### src/rtl/poly_mult_dummy_sched.sv
// Sequencer between the CW305 register block and the poly_mult core.
// Hides one real multiplication among LFSR-driven dummies with slot-independent run timing.
module poly_mult_dummy_sched #(
    parameter int unsigned       KEY_W        = 256,
    parameter int unsigned       DATA_W       = 128,
    parameter int unsigned       SLOT_W       = 3,
    parameter int unsigned       LFSR_W       = 32,
    parameter logic [LFSR_W-1:0] LFSR_SEED    = 32'hACE1_2468,
    parameter int unsigned       BUSY_TIMEOUT = 4,
    parameter bit                TRIG_REAL    = 1'b1
) (
    input  logic              clk,
    input  logic              resetn,
    input  logic              start_i,
    input  logic [KEY_W-1:0]  key_i,
    input  logic [DATA_W-1:0] data_i,
    input  logic [SLOT_W-1:0] dummy_cnt_i,
    input  logic [LFSR_W-1:0] seed_i,
    input  logic              seed_load_i,
    output logic              pm_load_o,
    output logic [KEY_W-1:0]  pm_key_o,
    output logic [DATA_W-1:0] pm_data_o,
    input  logic              pm_busy_i,
    input  logic [DATA_W-1:0] pm_result_i,
    output logic              busy_o,
    output logic              done_o,
    output logic [DATA_W-1:0] result_o,
    output logic              trigger_o,
    output logic              err_o
);

    localparam int unsigned       KEY_REP   = KEY_W / LFSR_W;
    localparam int unsigned       DATA_REP  = DATA_W / LFSR_W;
    localparam int unsigned       CNT_W     = SLOT_W + 1;
    localparam int unsigned       WAIT_W    = (BUSY_TIMEOUT > 1) ? $clog2(BUSY_TIMEOUT) : 1;
    localparam logic [WAIT_W-1:0] WAIT_LAST = WAIT_W'(BUSY_TIMEOUT - 1);
    localparam logic [LFSR_W-1:0] LFSR_TAPS = LFSR_W'(32'h8020_0003);

    typedef enum logic [2:0] {
        StIdle,
        StArm,
        StLoad,
        StWaitBusy,
        StRun,
        StCapture,
        StFin
    } state_e;

    state_e            state_q;
    logic [LFSR_W-1:0] lfsr_q;
    logic [LFSR_W-1:0] lfsr_d;
    logic [LFSR_W-1:0] lfsr_step;
    logic [KEY_W-1:0]  key_q;
    logic [DATA_W-1:0] data_q;
    logic [CNT_W-1:0]  total_q;
    logic [CNT_W-1:0]  idx_q;
    logic [CNT_W-1:0]  slot_q;
    logic [CNT_W-1:0]  idx_red;
    logic [CNT_W-1:0]  slot_nxt;
    logic [SLOT_W-1:0] arm_cnt_q;
    logic [WAIT_W-1:0] wait_cnt_q;
    logic              last_slot;
    logic              load_real;
    logic              enter_load;
    logic [KEY_W-1:0]  dummy_key;
    logic [DATA_W-1:0] dummy_data;

    // Galois right-shift form of x^32+x^22+x^2+x+1
    assign lfsr_step = {1'b0, lfsr_q[LFSR_W-1:1]} ^ (lfsr_q[0] ? LFSR_TAPS : '0);

    always_comb begin
        lfsr_d = lfsr_step;
        if (state_q == StIdle && seed_load_i) begin
            lfsr_d = (seed_i == '0) ? LFSR_SEED : seed_i;
        end
    end

    always_ff @(posedge clk or negedge resetn) begin
        if (!resetn) begin
            lfsr_q <= LFSR_SEED;
        end else begin
            lfsr_q <= lfsr_d;
        end
    end

    // One conditional subtract per ARM cycle; 2^SLOT_W cycles always suffice for the modulo.
    assign idx_red    = (idx_q >= total_q) ? idx_q - total_q : idx_q;
    assign slot_nxt   = slot_q + CNT_W'(1);
    assign last_slot  = (slot_nxt == total_q);
    assign load_real  = (state_q == StArm) ? (idx_red == '0) : (slot_nxt == idx_q);
    assign enter_load = (state_q == StArm && arm_cnt_q == '1) ||
                        (state_q == StCapture && !last_slot);

    // lfsr_d is what lfsr_q holds during LOAD, so dummies reflect the LOAD-cycle LFSR state.
    assign dummy_key  = {KEY_REP{lfsr_d}};
    assign dummy_data = {DATA_REP{lfsr_d}};

    always_ff @(posedge clk or negedge resetn) begin
        if (!resetn) begin
            state_q    <= StIdle;
            key_q      <= '0;
            data_q     <= '0;
            total_q    <= '0;
            idx_q      <= '0;
            slot_q     <= '0;
            arm_cnt_q  <= '0;
            wait_cnt_q <= '0;
            pm_load_o  <= 1'b0;
            pm_key_o   <= '0;
            pm_data_o  <= '0;
            busy_o     <= 1'b0;
            done_o     <= 1'b0;
            result_o   <= '0;
            trigger_o  <= 1'b0;
            err_o      <= 1'b0;
        end else begin
            pm_load_o <= 1'b0;
            done_o    <= 1'b0;
            unique case (state_q)
                StIdle: begin
                    if (start_i) begin
                        key_q     <= key_i;
                        data_q    <= data_i;
                        total_q   <= {1'b0, dummy_cnt_i} + CNT_W'(1);
                        idx_q     <= {1'b0, lfsr_q[SLOT_W-1:0]};
                        slot_q    <= '0;
                        arm_cnt_q <= '0;
                        busy_o    <= 1'b1;
                        err_o     <= 1'b0;
                        trigger_o <= !TRIG_REAL;
                        state_q   <= StArm;
                    end
                end
                StArm: begin
                    idx_q     <= idx_red;
                    arm_cnt_q <= arm_cnt_q + SLOT_W'(1);
                    if (arm_cnt_q == '1) begin
                        state_q <= StLoad;
                    end
                end
                StLoad: begin
                    wait_cnt_q <= '0;
                    state_q    <= StWaitBusy;
                end
                StWaitBusy: begin
                    if (pm_busy_i) begin
                        state_q <= StRun;
                    end else if (wait_cnt_q == WAIT_LAST) begin
                        err_o     <= 1'b1;
                        done_o    <= 1'b1;
                        trigger_o <= !TRIG_REAL;
                        state_q   <= StFin;
                    end else begin
                        wait_cnt_q <= wait_cnt_q + WAIT_W'(1);
                    end
                end
                StRun: begin
                    if (!pm_busy_i) begin
                        state_q <= StCapture;
                    end
                end
                StCapture: begin
                    if (slot_q == idx_q) begin
                        result_o <= pm_result_i;
                    end
                    slot_q <= slot_nxt;
                    if (last_slot) begin
                        done_o    <= 1'b1;
                        trigger_o <= !TRIG_REAL;
                        state_q   <= StFin;
                    end else begin
                        state_q <= StLoad;
                    end
                end
                StFin: begin
                    busy_o    <= 1'b0;
                    trigger_o <= 1'b0;
                    state_q   <= StIdle;
                end
                default: begin
                    state_q <= StIdle;
                end
            endcase

            if (enter_load) begin
                pm_load_o <= 1'b1;
                pm_key_o  <= load_real ? key_q : dummy_key;
                pm_data_o <= load_real ? data_q : dummy_data;
                trigger_o <= TRIG_REAL ? load_real : 1'b1;
            end
        end
    end

endmodule
### config.mk
export PLATFORM = sky130hd
export DESIGN_NAME = poly_mult_dummy_sched
export DESIGN_NICKNAME = d
export VERILOG_FILES = /design/src/rtl/poly_mult_dummy_sched.sv
export SDC_FILE = /design/constraint.sdc
export NUM_CORES = 1
export LEC_CHECK = 0
export CORE_AREA = 10 10 406 408
export CTS_CLUSTER_SIZE = 16
export DETAILED_ROUTE_END_ITERATION = 8
export DIE_AREA = 0 0 416 418
export GPL_TIMING_DRIVEN = 1
export PLACE_DENSITY = 0.48
export SLEW_MARGIN = 5
export SYNTH_ARGS = -nofsm -noshare
export SYNTH_HDL_FRONTEND = slang
export SYNTH_SLANG_ARGS = --single-unit
### constraint.sdc
create_clock -name clk -period 5.9 [get_ports clk]
set_input_delay 0.885 -clock clk [delete_from_list [all_inputs] [get_ports clk]]
set_output_delay 0.885 -clock clk [all_outputs]
set_load 0.02 [all_outputs]
==> results.ini <==
[outcome]
status=complete, no violations

[die]
fp.coreArea_mm2=0.157
rows=146
die_h_um=418
start_util=0.233
dieArea_mm2=0.174
ios=1069
die_w_um=416

[sta]
fin_crit_sh=0.678
setup_tns_ns=0
max-slew-margin-rel=0.178
fin_crit_ns=4.00
rsz0062_at_grt=false
fmax_ghz=0.250
hold_viol=0
setup_viol=0
tightest_slew_ns=1.23
drv_slew=0
skew_ns=0.0407

[finish]
fill_cells=15800
nets=4789
multi_input_comb_area_mm2=0.0118
seq_area_mm2=0.0239
drive_above_1_share=0.112
final_common_cell=nand2_1
syn_to_final_growth_pct=47.8
final_cell_mix=nand2_1, clkdlybuf4s50_1, dfrtp_1, a221o_1, mux2_2

[clocking]
cts_setup_buffers=0
cts_buffer_depth=3
cts-root-buf=clkbuf_16
cts_tree=built
post_cts_resized=0
cts_num_sinks=953
clk_pin_slew_worst_paths_ns=0.06
htree_levels=3
cts_hold_buf=0
worstSkewPairLatency_ns=0.76
cts_made_buffers=117

[grt]
grt_usage=0.218
grt_pass1_vias=30600
antenna_found_initial=47
grt.overflow.total=0
grt_max_degree=172
grt_pass1_wl_mm=267

[route]
vias=30800
drt_iter0_drc=3049
antenna_left=0
drc=0
wire_per_inst_um=30.9
viasPerCell=4.79
wirelength_mm=199
drtPass1Iterations=6

[critical_path]
arrival_ns=4.56
critPathCaptureType=flip-flop
r2r_cells=6
r2r_end=pm_data_o[64]
worst_ep_required_time_ns=6.47
r2r_start=state_q[0]
reg2reg_slack_ns=1.90
critical_path_class=reg2reg
start_kind=flip-flop
crit_fanout=29
crit_path_start=state_q[0]

[job]
drv_cap=0

[place]
gp_congestion=0.884
dp_hpwl_mm=146
portBuffers=1068

[min_path]
hp-class=in2async

[synth]
synth_top_family_by_area=simple AND/OR/NAND/NOR gates
yosysUniqueCellTypes=52
ys_ff_latch=953
synthCells=3200
yosysWarnings=0
synthAdderAreaFrac=0.00362
synth_xor_area_frac=0.00516
synth_simple_gate_area_frac=0.140
syn_avg_cell_area_um2=11.4
yosysSeqAreaShare=0.652
synth_nets=3762
netlist_area_mm2=0.0366
synth-compound-area-share=0.124
synth-async-reset-ratio=1.00
synth-edff-count=0
muxShareOfSynthArea=0.0446
synthFlopType=dfrtp_1

[power_and_ir_drop]
power_density_mw_per_mm2=600
p_leak_nw=24.6
power.total_mw=32.5
ir_drop_mv=0.350

## sequential cells by signal, indices dropped and copies added (netlist names), 2 cells and up
| register | cells |
|---|---|
| data_q | 128 |
| key_q | 256 |
| arm_cnt_q | 3 |
| lfsr_q | 32 |
| idx_q | 4 |
| state_q | 3 |
| result_o | 128 |
| wait_cnt_q | 2 |
| slot_q | 4 |
| pm_key_o | 256 |
| pm_data_o | 128 |
| total_q | 4 |
## worst max-delay path by stage
stage	to	slack, ns
floorplan	pm_data_o[120]	3.29
global placement	pm_data_o[87]	1.29
detailed placement	pm_data_o[102]	1.57
CTS	pm_data_o[64]	1.87
global route	pm_data_o[64]	1.62
finish	pm_data_o[64]	1.90
## power by group
group	total [mW]	switching, mW	internal (mW)
clock	7.57	3.09	4.48
sequential	11.6	2.04	9.52
combinational	13.3	7.72	5.61
## synth_stat cells, types with 3 or more instances
master | instances | area [um^2]
a21oi_1 | 8 | 40.0
a221o_1 | 362 | 3620
a311o_1 | 12 | 120
buf_1 | 9 | 33.8
buf_2 | 85 | 425
clkbuf_1 | 158 | 593
dfrtp_1 | 940 | 23500
dfstp_2 | 13 | 342
ha_1 | 9 | 113
inv_1 | 11 | 41.3
mux2_1 | 7 | 78.8
mux2_2 | 138 | 1550
nand2_1 | 1199 | 4500
nand2b_1 | 5 | 31.3
nand3_1 | 10 | 50.1
nand4_1 | 4 | 25.0
nor2_1 | 48 | 180
nor3_1 | 32 | 160
nor4_1 | 10 | 62.6
o211ai_1 | 48 | 360
o21a_1 | 4 | 30.0
o21ai_0 | 20 | 100
o22ai_1 | 4 | 25.0
o311ai_0 | 17 | 149
or3_1 | 3 | 18.8
xnor2_1 | 11 | 96.3
xor2_1 | 8 | 70.1
## cell families after synthesis
logic type	count (synthesis)
adders and majority gates	10
muxes	145
AOI/OAI and AO/OA	485
xor gates and xnor gates	20
buffers and inverters	265
and+or+nand+nor	1322
DFF	953
## per-stage QoR
stage	area (um^2)	util	worst slack, ns	std cells	hold WS (ns)
2_1_floorplan	36600	-	3.29	3200	0.446
3_3_place_gp	49900	0.318	1.29	6179	0.458
3_5_place_dp	50000	0.318	1.57	6180	0.463
4_1_cts	54000	0.344	1.87	6398	0.194
5_1_grt	54100	0.344	1.62	6417	0.231
6_report	54100	0.344	1.90	6423	0.220
## cell type report
class,count,share of cell area
sequential,953,0.441
multi-input combinational,1982,0.219
timing repair buffer,1161,0.215
clock buffer,170,0.0641
tap,2072,0.0479
clock inverter,48,0.0109
antenna,25,0.00116
inverter,12,0.000833
## worst max-delay path: stages, from the launching register on
cell and delay [ns]:
dfrtp_1 0.78, nor3b_2 0.62, nand4b_1 0.24, a211oi_4 0.54
buf_4 0.56, or3_1 0.88, o211ai_1 0.17
## routing by layer
layer,routed length (um),vias to the layer above,GRT usage
met5,0,-,0
met2,99300,1187,0.372
met3,12300,269,0.0491
li1,-,13300,-
met4,7460,0,0.0818
met1,79600,16100,0.267
(Power assumes the default switching activity.)
